==> config.mk <==
export PLATFORM = sky130hd
export DESIGN_NAME = decode_queue
export DESIGN_NICKNAME = d
export VERILOG_FILES = /design/src/rtl/decode_queue.sv
export SDC_FILE = /design/constraint.sdc
export NUM_CORES = 1
export LEC_CHECK = 0
export ABC_AREA = 1
export CAP_MARGIN = 25
export CORE_ASPECT_RATIO = 0.7
export CORE_UTILIZATION = 56
export DETAILED_ROUTE_END_ITERATION = 12
export HOLD_SLACK_MARGIN = 0.15
export PLACE_DENSITY = 0.89
export SETUP_SLACK_MARGIN = 0.3
export SLEW_MARGIN = 10
export SYNTH_ARGS = -nofsm -noshare
export SYNTH_HDL_FRONTEND = slang
export SYNTH_SLANG_ARGS = --single-unit
==> constraint.sdc <==
create_clock -name clk -period 6.1 [get_ports clk]
set_input_delay 1.22 -clock clk [delete_from_list [all_inputs] [get_ports clk]]
set_output_delay 1.22 -clock clk [all_outputs]
set_load 0.02 [all_outputs]
==> src/rtl/decode_queue.sv <==
// decode_queue: instruction buffer between fetch and decode, pre-decoding each word as it is written.
// Latency: a word pushed at edge N is at the head after edge N; head fields are combinational from storage.
// Backpressure: in_ready drops when DEPTH entries are held or flush is high; the head is held until out_ready.
//
// Ports:
//   clk, reset            rising-edge clock, asynchronous active-high reset
//   flush                 discard all entries and the delay-slot tracking at the next edge
//   in_valid/in_ready     fetch handshake carrying in_inst / in_pc
//   out_valid/out_ready   decode handshake; out_inst, out_pc, out_delay_slot,
//                         out_kind {cti,load,store,muldiv,cp0}, out_exc {reserved,syscall,break,eret}
//   count                 current occupancy, 0..DEPTH
module decode_queue #(
    parameter int DEPTH         = 4,
    parameter bit ENABLE_MULDIV = 1'b1
) (
    input  logic                           clk,
    input  logic                           reset,
    input  logic                           flush,
    input  logic                           in_valid,
    output logic                           in_ready,
    input  logic [31:0]                    in_inst,
    input  logic [31:0]                    in_pc,
    output logic                           out_valid,
    input  logic                           out_ready,
    output logic [31:0]                    out_inst,
    output logic [31:0]                    out_pc,
    output logic                           out_delay_slot,
    output logic [4:0]                     out_kind,
    output logic [3:0]                     out_exc,
    output logic [$clog2(DEPTH+1)-1:0]     count
);

    localparam int PW = $clog2(DEPTH);
    localparam int CW = $clog2(DEPTH + 1);
    localparam logic [CW-1:0] FULL = CW'(DEPTH);

    // One stored entry; classification is done once on the write path so the
    // read path is a plain mux out of the array.
    typedef struct packed {
        logic [31:0] pc;
        logic [31:0] inst;
        logic        delay_slot;
        logic [4:0]  kind;
        logic [3:0]  exc;
    } entry_t;

    entry_t          mem [DEPTH];
    entry_t          wr_entry;
    entry_t          head_entry;
    logic [PW-1:0]   head;
    logic [PW-1:0]   tail;
    logic            cti_pending;
    logic            push;
    logic            pop;

    // ------------------------------------------------------------------
    // Write-side pre-decode
    // ------------------------------------------------------------------
    logic [5:0] opcode;
    logic [4:0] rs;
    logic [4:0] rt;
    logic [5:0] func;

    logic k_cti;
    logic k_load;
    logic k_store;
    logic k_muldiv;
    logic k_cp0;
    logic e_reserved;
    logic e_syscall;
    logic e_break;
    logic e_eret;

    assign opcode = in_inst[31:26];
    assign rs     = in_inst[25:21];
    assign rt     = in_inst[20:16];
    assign func   = in_inst[5:0];

    always_comb begin
        k_cti      = 1'b0;
        k_load     = 1'b0;
        k_store    = 1'b0;
        k_muldiv   = 1'b0;
        k_cp0      = 1'b0;
        e_reserved = 1'b0;
        e_syscall  = 1'b0;
        e_break    = 1'b0;
        e_eret     = 1'b0;

        case (opcode)
            // SPECIAL: everything is keyed on func
            6'h00: begin
                case (func)
                    6'h00, 6'h02, 6'h03, 6'h04, 6'h06, 6'h07,
                    6'h20, 6'h21, 6'h22, 6'h23, 6'h24, 6'h25,
                    6'h26, 6'h27, 6'h2A, 6'h2B: begin
                        // shifts / ALU: plain kind, no exception
                    end
                    6'h08, 6'h09: k_cti     = 1'b1;   // jr, jalr
                    6'h0C:        e_syscall = 1'b1;
                    6'h0D:        e_break   = 1'b1;
                    6'h10, 6'h11, 6'h12, 6'h13,
                    6'h18, 6'h19, 6'h1A, 6'h1B: begin
                        // mfhi/mthi/mflo/mtlo, mult/multu/div/divu
                        if (ENABLE_MULDIV) begin
                            k_muldiv = 1'b1;
                        end else begin
                            e_reserved = 1'b1;
                        end
                    end
                    default:      e_reserved = 1'b1;
                endcase
            end
            // REGIMM: bltz, bgez, bltzal, bgezal only
            6'h01: begin
                if (rt == 5'h00 || rt == 5'h01 || rt == 5'h10 || rt == 5'h11) begin
                    k_cti = 1'b1;
                end else begin
                    e_reserved = 1'b1;
                end
            end
            6'h02, 6'h03, 6'h04, 6'h05, 6'h06, 6'h07: k_cti = 1'b1;
            6'h08, 6'h09, 6'h0A, 6'h0B, 6'h0C, 6'h0D, 6'h0E, 6'h0F: begin
                // immediate ALU ops: plain kind
            end
            // COP0: eret is checked first because its rs (CO bit set) would
            // otherwise fall into the reserved rs range.
            6'h10: begin
                if (rs[4] && func == 6'h18) begin
                    k_cp0  = 1'b1;
                    e_eret = 1'b1;
                end else if (rs == 5'h00 || rs == 5'h04) begin
                    k_cp0 = 1'b1;
                end else begin
                    e_reserved = 1'b1;
                end
            end
            6'h20, 6'h21, 6'h22, 6'h23, 6'h24, 6'h25, 6'h26: k_load  = 1'b1;
            6'h28, 6'h29, 6'h2A, 6'h2B, 6'h2E:               k_store = 1'b1;
            default: e_reserved = 1'b1;
        endcase
    end

    // Each decode path above sets at most one kind bit and at most one
    // exception bit, and reserved paths never set a kind bit.
    always_comb begin
        wr_entry            = '0;
        wr_entry.pc         = in_pc;
        wr_entry.inst       = in_inst;
        wr_entry.delay_slot = cti_pending;
        wr_entry.kind       = {k_cti, k_load, k_store, k_muldiv, k_cp0};
        wr_entry.exc        = {e_reserved, e_syscall, e_break, e_eret};
    end

    // ------------------------------------------------------------------
    // Handshakes
    // ------------------------------------------------------------------
    assign in_ready  = (count < FULL) & ~flush;
    assign out_valid = (count != '0);
    assign push      = in_valid & in_ready & ~flush;
    assign pop       = out_valid & out_ready & ~flush;

    // ------------------------------------------------------------------
    // Pointers, occupancy and delay-slot tracking
    // ------------------------------------------------------------------
    // DEPTH is a power of two, so the PW-bit pointers wrap on their own.
    always_ff @(posedge clk or posedge reset) begin
        if (reset) begin
            head        <= '0;
            tail        <= '0;
            count       <= '0;
            cti_pending <= 1'b0;
        end else if (flush) begin
            head        <= '0;
            tail        <= '0;
            count       <= '0;
            cti_pending <= 1'b0;
        end else begin
            if (push) begin
                tail        <= tail + 1'b1;
                // A CTI sitting in a delay slot still arms the next slot.
                cti_pending <= k_cti;
            end
            if (pop) begin
                head <= head + 1'b1;
            end
            case ({push, pop})
                2'b10:   count <= count + 1'b1;
                2'b01:   count <= count - 1'b1;
                default: count <= count;
            endcase
        end
    end

    // Storage carries no reset: stale contents are never visible because
    // the head is masked whenever the queue is empty.
    always_ff @(posedge clk) begin
        if (push) begin
            mem[tail] <= wr_entry;
        end
    end

    // ------------------------------------------------------------------
    // Head read path
    // ------------------------------------------------------------------
    always_comb begin
        head_entry = '0;
        if (out_valid) begin
            head_entry = mem[head];
        end
    end

    assign out_inst       = head_entry.inst;
    assign out_pc         = head_entry.pc;
    assign out_delay_slot = head_entry.delay_slot;
    assign out_kind       = head_entry.kind;
    assign out_exc        = head_entry.exc;

endmodule

==> summary.txt <==
Run status
  • Run status: finished, final reports clean

Setup path
  • Slowest stage delay, CP: 1.09 ns
  • Kind of end point of the critical path: primary output
  • Family of cells with the greatest summed delay on the critical path: buffers and inverters
  • Maximum fanout along the worst path: 92
  • Max stage delay cell, worst path: sky130_fd_sc_hd__dfrtp_4
  • Reg2reg setup slack: 3.47 ns
  • Critical Path Most Common Cell: sky130_fd_sc_hd__nor2_1
  • Startpoint-to-endpoint class of the critical path: reg -> out
  • Required time worst endpoint: 4.88 ns
  • Crit path buf inv count: 2
  • CP Launch Type: register
  • Critical-path cell list: buf_4 -> nor2_1 -> nor2_1 -> o21ai_0 -> a21oi_1 -> clkdlybuf4s50_1
  • Worst path arrival time: 3.72 ns

Layout
  • Final Instance Area: 14800 um^2
  • Commonest non-fill, non-tap cells in the layout: sky130_fd_sc_hd__nor2_1, sky130_fd_sc_hd__edfxtp_1, sky130_fd_sc_hd__clkdlybuf4s50_1
  • Layout-stage area growth over the synthesis result: 20.8%
  • Antenna diode count: 0
  • Share of final-layout standard cells stronger than drive strength 1: 5.80%
  • Most frequent standard cell in the layout excluding fill and tap cells: sky130_fd_sc_hd__nor2_1
  • Nets: 1208

Floorplan
  • I/O pins: 148
  • Starting density of the core: 58.2%
  • Horiz. Die Dim: 179 um
  • Site Rows: 44
  • Die area: 22500 um^2
  • Placeable core region: 21100 um^2
  • Die Y: 126 um

Clocking
  • Number of clock buffers inserted by TritonCTS: 28
  • Worst-path clk slew: 0.06 ns
  • CTS H-Tree Depth: 1
  • Post-cts gate resize count: 0
  • Worst-Skew Late Latency: 0.54 ns
  • Root Buffer Master: sky130_fd_sc_hd__clkbuf_16
  • Cts hold-fix bufs: 0
  • Clock Path Buffers: 3
  • CTS tree: yes
  • Clock sink count: 304
  • Number of buffers inserted to repair setup after CTS: 0

Logic synthesis
  • Largest area contributor in the netlist: sky130_fd_sc_hd__edfxtp_1
  • Flip-flop and latch count after synthesis: 304
  • Share of the synthesized area in the top cell type: 72.4%
  • Avg Inst Size Synth: 12.2 um^2
  • Synthesized-area fraction occupied by ao, oa, aoi and oai cells: 9.97%
  • Synthesized net count: 1077
  • Post-synthesis cell type count: 27
  • Combinational family with the most area after synthesis: simple AND/OR/NAND/NOR gates
  • Post-Synth XOR/XNOR Area: 0%
  • Proportion of synthesized area in mux cells: 0%
  • Biggest area contributors in the synthesized netlist: sky130_fd_sc_hd__edfxtp_1, sky130_fd_sc_hd__nor2_1, sky130_fd_sc_hd__o21ai_0
  • Fraction of the mapped netlist area in adder cells: 0.571%
  • Warnings from Yosys: 0
  • Post-synthesis sequential area ratio: 74.1%
  • Mapped Area: 12300 um^2
  • Basic-gate share of the synthesized area counting and, or, nand and nor cells: 11.5%
  • Post-synthesis cell count: 1003

Route
  • Final routed DRC violation total: 0
  • Violation count after the first detailed-routing iteration: 851
  • Antenna-violating nets left: 0
  • Number of optimization iterations in the first detailed-route pass: 5
  • Via density per instance: 5.64
  • DR vias: 8075
  • Wire length after detailed routing: 26800 um
  • DR WL/cell: 18.8 um

STA
  • Worst-Margin Slew: 1.03 ns
  • Setup Viol. Count Final: 0
  • Achievable Freq: 203 MHz
  • RSZ-0062 raised after global routing: false
  • Final max-slew violation count: 0
  • Worst Skew: 0.0226 ns
  • Final period util: 80.9%
  • Crit path time final: 4.94 ns
  • Worst relative slew slack: 31.1%
  • Fin. Hold Viols: 0
  • Setup Total Neg Slack: 0 ns

Global route
  • Antenna violations before repair: 1
  • Vias in the first global route: 8035
  • First-pass GRT wire length: 42000 um
  • Global route overflow: 0
  • Overall track demand over capacity in global routing: 24.1%
  • Pin count of the biggest net entering global routing: 93

Worst hold path
  • Class of the tightest hold or removal check: reg -> reg

Placed design
  • Placed standard-cell area: 13900 um^2
  • Buffers on Ports: 147
  • Final weighted congestion of routability-driven global placement: 0.812
  • Placed wire-length estimate: 15200 um

Pwr
  • Cell leakage power: 5.07 nW
  • Pwr Density: 447 nW/um^2
  • VDD IR-drop max: 440 uV

Run
  • MaxCap Viol Count: 0
## registers in the layout, indices dropped and copies added, names as in the netlist
signal	count
mem	296
tail	2
cti_pending	1
count	3
head	2
## cell families after synthesis
logic type,Yosys count
buffers and inverters,91
AND/OR/NAND/NOR,364
AO/OA/AOI/OAI,239
flip-flops,304
adder cells (fa/ha/maj),5
## cell usage after synthesis
cell and instances:
sky130_fd_sc_hd__ha_1 4, sky130_fd_sc_hd__dfrtp_1 8, sky130_fd_sc_hd__o22ai_1 1, sky130_fd_sc_hd__nand2_1 26
sky130_fd_sc_hd__nor3_1 2, sky130_fd_sc_hd__nor2_1 317, sky130_fd_sc_hd__o21ai_1 29, sky130_fd_sc_hd__inv_1 30
sky130_fd_sc_hd__o211ai_1 3, sky130_fd_sc_hd__a21oi_1 79, sky130_fd_sc_hd__buf_4 9, sky130_fd_sc_hd__nand3_1 11
sky130_fd_sc_hd__clkbuf_2 9, sky130_fd_sc_hd__edfxtp_1 296, sky130_fd_sc_hd__a21oi_4 1, sky130_fd_sc_hd__o21ai_0 125
sky130_fd_sc_hd__inv_2 3, sky130_fd_sc_hd__nor4_1 2, sky130_fd_sc_hd__clkbuf_1 6, sky130_fd_sc_hd__inv_4 1
sky130_fd_sc_hd__buf_6 8, sky130_fd_sc_hd__buf_1 3, sky130_fd_sc_hd__nand3_4 1, sky130_fd_sc_hd__o211ai_2 1
sky130_fd_sc_hd__nand4_1 5, sky130_fd_sc_hd__fa_1 1, sky130_fd_sc_hd__buf_2 22
## stage by stage
step / util (%) / setup slack [ns] / hold WS (ns) / instances / power (mW)
4_1_cts: 70.3 / 1.20 / 0.540 / 1431 / 6.66
3_5_place_dp: 65.9 / 1.81 / 0.527 / 1380 / 4.88
5_1_grt: 70.3 / 0.982 / 0.565 / 1431 / 6.92
3_3_place_gp: 65.8 / 1.83 / 0.503 / 1379 / 4.81
6_report: 70.3 / 1.16 / 0.544 / 1431 / 6.63
2_1_floorplan: - / 0.725 / 0.476 / 1003 / 3.91
## area by class of cell
cell class	count	area [um^2]
flip-flops and latches	304	9090
fillers	1381	6260
multi-input cells	608	2740
repair buffers	158	1580
clock buffers	34	723
well taps	276	345
clock inverters	17	219
inverters	34	130
## power by group
group	total (mW)	internal, mW	switching [mW]
logic	2.29	0.890	1.40
clock network	1.78	1.06	0.725
registers	2.56	2.45	0.109
## routing by layer
| metal | share of wire [%] | vias to the layer above | track usage, % |
|---|---|---|---|
| met5 | 0 | - | 0 |
| met4 | 1.6 | 0 | 6.13 |
| met3 | 8.5 | 42 | 3.93 |
| met2 | 47 | 392 | 38.3 |
| met1 | 43 | 3849 | 35.1 |
| li1 | - | 3792 | - |
## final timing paths
| check | startpoint | to | depth (start not counted) |
|---|---|---|---|
| min in group asynchronous | reset | tail[1] | 2 |
| max reg2reg | count[2] | mem[0][37] | 4 |
| min | cti_pending | mem[2][9] | 0 |
| min reg2reg | cti_pending | mem[2][9] | 0 |
| max in group asynchronous | reset | head[0] | 2 |
| max | head[0] | out_kind[4] | 6 |
Power figures use the tool's default switching activity.
